==> src/rtl/id_ex_elastic_reg.sv <==
// id_ex_elastic_reg
//   Decode->Execute pipeline register with a valid/ready handshake.
//   A main entry drives the EX-side outputs directly, and a skid entry absorbs
//   one overflow instruction, so back-pressure from EX never drops an
//   instruction. in_ready is a flop (~skid_valid), so there is no
//   combinational path from out_ready to in_ready.
//   flush squashes both held entries and any incoming entry. Held entries
//   become bubbles: ctrl_out is cleared and the data fields keep their values.
//   Whenever out_valid is 0, ctrl_out is all zeros.
// Optional feature: define ID_EX_PERF_CNT_EN to add the saturating
//   stall_cnt and flush_cnt counters (CNT_W bits wide).
// Ports
//   clk, rst (async active-high), flush
//   in_valid/in_ready  + ctrl_in, npc_in, rd1_in, rd2_in, sigext_in, rs/rt/rd_in
//   out_valid/out_ready + matching *_out fields
//   stall_cnt, flush_cnt (only when ID_EX_PERF_CNT_EN is defined)
module id_ex_elastic_reg #(
  parameter int DATA_W  = 32,
  parameter int REG_A_W = 5,
  parameter int ALUOP_W = 6
`ifdef ID_EX_PERF_CNT_EN
  ,parameter int CNT_W  = 16
`endif
) (
  input  logic                 clk,
  input  logic                 rst,
  input  logic                 flush,
  input  logic                 in_valid,
  output logic                 in_ready,
  input  logic [ALUOP_W+7:0]   ctrl_in,
  input  logic [DATA_W-1:0]    npc_in,
  input  logic [DATA_W-1:0]    rd1_in,
  input  logic [DATA_W-1:0]    rd2_in,
  input  logic [DATA_W-1:0]    sigext_in,
  input  logic [REG_A_W-1:0]   rs_in,
  input  logic [REG_A_W-1:0]   rt_in,
  input  logic [REG_A_W-1:0]   rd_in,
  output logic                 out_valid,
  input  logic                 out_ready,
  output logic [ALUOP_W+7:0]   ctrl_out,
  output logic [DATA_W-1:0]    npc_out,
  output logic [DATA_W-1:0]    rd1_out,
  output logic [DATA_W-1:0]    rd2_out,
  output logic [DATA_W-1:0]    sigext_out,
  output logic [REG_A_W-1:0]   rs_out,
  output logic [REG_A_W-1:0]   rt_out,
  output logic [REG_A_W-1:0]   rd_out
`ifdef ID_EX_PERF_CNT_EN
  ,output logic [CNT_W-1:0]    stall_cnt
  ,output logic [CNT_W-1:0]    flush_cnt
`endif
);

  localparam int CW = ALUOP_W + 8;
  localparam int PW = CW + 4*DATA_W + 3*REG_A_W;

  // Each entry is one packed vector with ctrl in the top bits.
  logic [PW-1:0] main_q, main_d, skid_q, skid_d, in_pl;
  logic          main_v_q, main_v_d, skid_v_q, skid_v_d;
  logic          rdy_q, rdy_d;
  logic          in_fire, out_fire;

  assign in_pl = {ctrl_in, npc_in, rd1_in, rd2_in, sigext_in, rs_in, rt_in, rd_in};

  assign in_ready  = rdy_q;
  assign out_valid = main_v_q;
  assign {ctrl_out, npc_out, rd1_out, rd2_out, sigext_out, rs_out, rt_out, rd_out} = main_q;

  always_comb begin
    in_fire  = in_valid & rdy_q & ~flush;
    out_fire = main_v_q & out_ready;
    main_d   = main_q;
    skid_d   = skid_q;
    main_v_d = main_v_q;
    skid_v_d = skid_v_q;
    if (flush) begin
      main_v_d = 1'b0;
      skid_v_d = 1'b0;
    end else begin
      case ({main_v_q, skid_v_q})
        2'b00: if (in_fire) begin
          main_d   = in_pl;
          main_v_d = 1'b1;
        end
        2'b10: begin
          if (out_fire) begin
            if (in_fire) main_d   = in_pl;
            else         main_v_d = 1'b0;
          end else if (in_fire) begin
            skid_d   = in_pl;
            skid_v_d = 1'b1;
          end
        end
        2'b11: if (out_fire) begin
          main_d   = skid_q;
          skid_v_d = 1'b0;
        end
        // Skid-only is unreachable; fall back to empty if it ever shows up.
        default: begin
          main_v_d = 1'b0;
          skid_v_d = 1'b0;
        end
      endcase
    end
    // An invalid main entry must present a bubble to EX.
    if (!main_v_d) main_d[PW-1 -: CW] = '0;
    rdy_d = ~skid_v_d;
  end

  always_ff @(posedge clk or posedge rst) begin
    if (rst) begin
      main_q   <= '0;
      skid_q   <= '0;
      main_v_q <= 1'b0;
      skid_v_q <= 1'b0;
      rdy_q    <= 1'b0;
    end else begin
      main_q   <= main_d;
      skid_q   <= skid_d;
      main_v_q <= main_v_d;
      skid_v_q <= skid_v_d;
      rdy_q    <= rdy_d;
    end
  end

`ifdef ID_EX_PERF_CNT_EN
  logic [CNT_W-1:0] stall_cnt_q, stall_cnt_d, flush_cnt_q, flush_cnt_d;
  logic             squash;

  always_comb begin
    // A flush only counts when it kills something: a held entry EX is not
    // taking this cycle, the skid entry, or an entry being accepted.
    squash      = flush & ((main_v_q & ~out_ready) | skid_v_q | (in_valid & rdy_q));
    stall_cnt_d = stall_cnt_q;
    flush_cnt_d = flush_cnt_q;
    if (main_v_q && !out_ready && !(&stall_cnt_q)) stall_cnt_d = stall_cnt_q + CNT_W'(1);
    if (squash && !(&flush_cnt_q))                 flush_cnt_d = flush_cnt_q + CNT_W'(1);
  end

  always_ff @(posedge clk or posedge rst) begin
    if (rst) begin
      stall_cnt_q <= '0;
      flush_cnt_q <= '0;
    end else begin
      stall_cnt_q <= stall_cnt_d;
      flush_cnt_q <= flush_cnt_d;
    end
  end

  assign stall_cnt = stall_cnt_q;
  assign flush_cnt = flush_cnt_q;
`endif

endmodule

==> config.mk <==
export PLATFORM = sky130hd
export DESIGN_NAME = id_ex_elastic_reg
export DESIGN_NICKNAME = d
export VERILOG_FILES = /design/src/rtl/id_ex_elastic_reg.sv
export SDC_FILE = /design/constraint.sdc
export NUM_CORES = 1
export LEC_CHECK = 0
export ABC_AREA = 0
export CAP_MARGIN = 0
export CORE_MARGIN = 1
export CORE_UTILIZATION = 40
export DETAILED_ROUTE_END_ITERATION = 10
export GPL_TIMING_DRIVEN = 0
export HOLD_SLACK_MARGIN = 0.15
export PLACE_DENSITY = 0.65
export RECOVER_POWER = 50
export SYNTH_ARGS = -nofsm -noshare
export SYNTH_HDL_FRONTEND = slang
export SYNTH_SLANG_ARGS = --single-unit
==> constraint.sdc <==
create_clock -name clk -period 28.8 [get_ports clk]
set_clock_uncertainty 0.2 [all_clocks]
set_input_delay 5.76 -clock clk [delete_from_list [all_inputs] [get_ports clk]]
set_output_delay 5.76 -clock clk [all_outputs]
set_load 0.05 [all_outputs]
==> reports/summary.txt <==
Number of clock sinks = 317
HP Class = reg -> reg
Area delta synth->final = 36.3%
YS warnings = 0
Cts repair resizes = 0
Total track usage = 21.5%
Antenna viol nets, final = 0
Cell type with the largest total area after synthesis = dfrtp_1
CP startpoint = rst
Clock share of power = 29.4%
Main combinational cell family by area after synthesis = multiplexers
Post-CTS Setup Bufs = 0
DRC Markers = 0
Flop pwr share = 43.3%
Clock buffer depth = 3
Post-layout total power = 1.51 mW
Worst slew pin tran = 6.56 ns
CTS buffer count = 36
Synth Area in Simple Gates = 5.63%
EDFF count, synth = 0
Initial Util = 40.9%
Syn Inst Count = 1078
DRT Pass-1 Iters = 5
Syn nets = 1245
Min Tclk post-route = 14.57 ns
Post-synthesis mux area share = 16.6%
Core Footprint = 32700 µm²
Power per Cell Area = 82.5 nW/µm²
Vias in the first global route = 10300
Final Wtd Congestion = 0.758
Register area = 7930 µm²
FF-to-FF setup slack = 25.54 ns
Crit Path Class = in -> async
Via density per instance = 5.18
Layout fillers = 2826
Die width = 185 µm
Nets = 1605
CTS tree = done
Max Freq = 68.6 MHz
Pin count of the biggest net entering global routing = 127
Hold Path Depth = 2
Post-route setup TNS = 0 ns
CTS Hold Bufs = 0
Netlist Area Pre-Place = 13400 µm²
Pins Over Slew Limit = 322
Setup violators final = 0
Synth unique cells = 35
Maximum VDD drop = 0.0000693 V
Logic pwr share = 27.4%
Routed WL per cell = 19.0 µm
# IOs = 321
Clock Latency Late Sink = 0.50 ns
RSZ-0062 raised after global routing = no
Register area share after synthesis = 59.2%
First-pass GRT wire length = 57200 µm
Synth Area in Compound Gates = 13.9%
Hpwl dp = 25500 µm
Crit start category = input pin
Tcrit/Tclk final = 50.6%
Xor/xnor share of the synthesized area = 0%
Worst r2r src = out_valid$_DFF_PP0_
Reg clk slew, reported paths = 0.06 ns
Final wirelength = 36200 µm
Worst hold margin = 0.278 ns
Area occupied by multi-input gates = 4860 µm²
Syn_area_per_cell = 12.4 µm²
H-tree depth = 2
Pleak = 7.90 nW
Die footprint = 34200 µm²
Post-synthesis adder-cell area fraction = 0.467%
NetSw = 0.496 mW
Failing checks = max-capacitance violations, max-slew violations
First DRT Iteration DRCs = 474
Slew headroom = -337%
Worst EP required = 27.59 ns
Std-Cell Rows = 66
Largest fanout on the critical path = 126
Top FF cell, synth = dfrtp_1
Total grt overflow = 0
Die height = 185 µm
Layout cells sized above 1 = 8.42%
Fraction of power spent switching nets = 32.9%
Root Driver = clkbuf_16
Layout Utilization = 55.8%
#FFs+latches synth = 317
Port bufs = 320
Data arrival time of the worst path = 13.36 ns
Post-synth ARST share = 100%
Share of the synthesized area in the top cell type = 59.2%
Initial antenna violation count = 6
Vias post-DR = 9880
CP Capture Type = async pin
Internal power = 1.01 mW
Ranking of synthesized cells by area = dfrtp_1 59%, mux2_1 13%, a22oi_1 5.5%, o21ai_1 5.0%, nand2_1 4.6%
Status = finished, violations left
R2R cell count = 8
Max-cap violation count = 3
Final Hold Viols = 0
==> cells in the final DEF, fill, tap and decap left out, types with 2 or more instances in the layout <==
| cell | instances |
|---|---|
| o21ai_1 | 133 |
| nand2_2 | 10 |
| inv_1 | 3 |
| a21oi_1 | 2 |
| dlygate4sd3_1 | 35 |
| clkbuf_1 | 48 |
| mux2i_1 | 45 |
| mux2_1 | 157 |
| o21ai_2 | 10 |
| buf_2 | 30 |
| o221ai_1 | 14 |
| clkbuf_8 | 9 |
| nor2_1 | 2 |
| diode_2 | 4 |
| ha_1 | 5 |
| nand2_1 | 165 |
| a22oi_1 | 98 |
| buf_8 | 9 |
| clkinv_2 | 6 |
| dfrtp_1 | 317 |
| buf_6 | 7 |
| o211a_1 | 14 |
| clkdlybuf4s50_1 | 285 |
| clkbuf_16 | 37 |
==> metal layers <==
layer	GRT usage [%]	part of all wire [%]	vias to the layer above	routed length, µm
met2	34.7	47	321	16900
li1	-	-	4580	-
met5	0	0.083	-	30
met1	27.9	42	4903	15300
met4	7.21	3.1	4	1110
met3	5.98	7.9	72	2860
==> cells by family after synthesis <==
family | after synthesis
buffers and inverters | 90
muxes | 202
and+or+nand+nor | 184
DFF | 317
adders and majority gates | 5
AOI/OAI and AO/OA | 280
==> how the worst min path moves through the flow <==
stage	startpoint	to	slack, ns
global placement	register	register	0.26
CTS	register	register	0.29
floorplan	skid_q[100]$_DFFE_PP0P_	skid_q[100]$_DFFE_PP0P_	0.26
detailed placement	register	register	0.27
finish	register	register	0.28
global route	register	register	0.29
==> power by group through the flow <==
stage / registers (mW) / clock network [mW] / logic (mW)
floorplan: 0.788 / 0 / 0.130
global placement: 0.652 / 0 / 0.413
detailed placement: 0.658 / 0 / 0.421
CTS: 0.652 / 0.453 / 0.422
global route: 0.669 / 0.472 / 0.443
finish: 0.652 / 0.442 / 0.412
==> synth_stat cells, drive strengths merged, types with 4 or more instances <==
library cell	count
ha	5
mux2	157
buf	52
o211a	14
nand2	175
mux2i	45
dfrtp	317
o21ai	144
clkbuf	34
a22oi	98
inv	4
o221ai	14
==> per-stage QoR <==
| stage | std cells | setup slack, ns | cell area, µm² |
|---|---|---|---|
| 3_5_place_dp | 1842 | 20.09 | 17200 |
| 2_1_floorplan | 1078 | 14.07 | 13400 |
| 4_1_cts | 1902 | 20.60 | 18300 |
| 3_3_place_gp | 1840 | 9.83 | 17100 |
| 5_1_grt | 1905 | 12.29 | 18200 |
| 6_report | 1906 | 14.23 | 18300 |
==> worst max-delay path, stage by stage <==
cell	delay, ns
dlygate4sd3_1	0.56
clkinvlp_2	2.15
clkbuf_1	4.69
==> layout make-up <==
class	count	share of cell area [%]
clock inverter	7	0.329
timing repair buffer	322	17.6
clock buffer	53	5.90
antenna	4	0.0548
sequential	317	43.5
tap	442	3.03
inverter	4	0.0891
buffer	86	2.91
multi-input combinational	671	26.6
(Power assumes the default switching activity.)
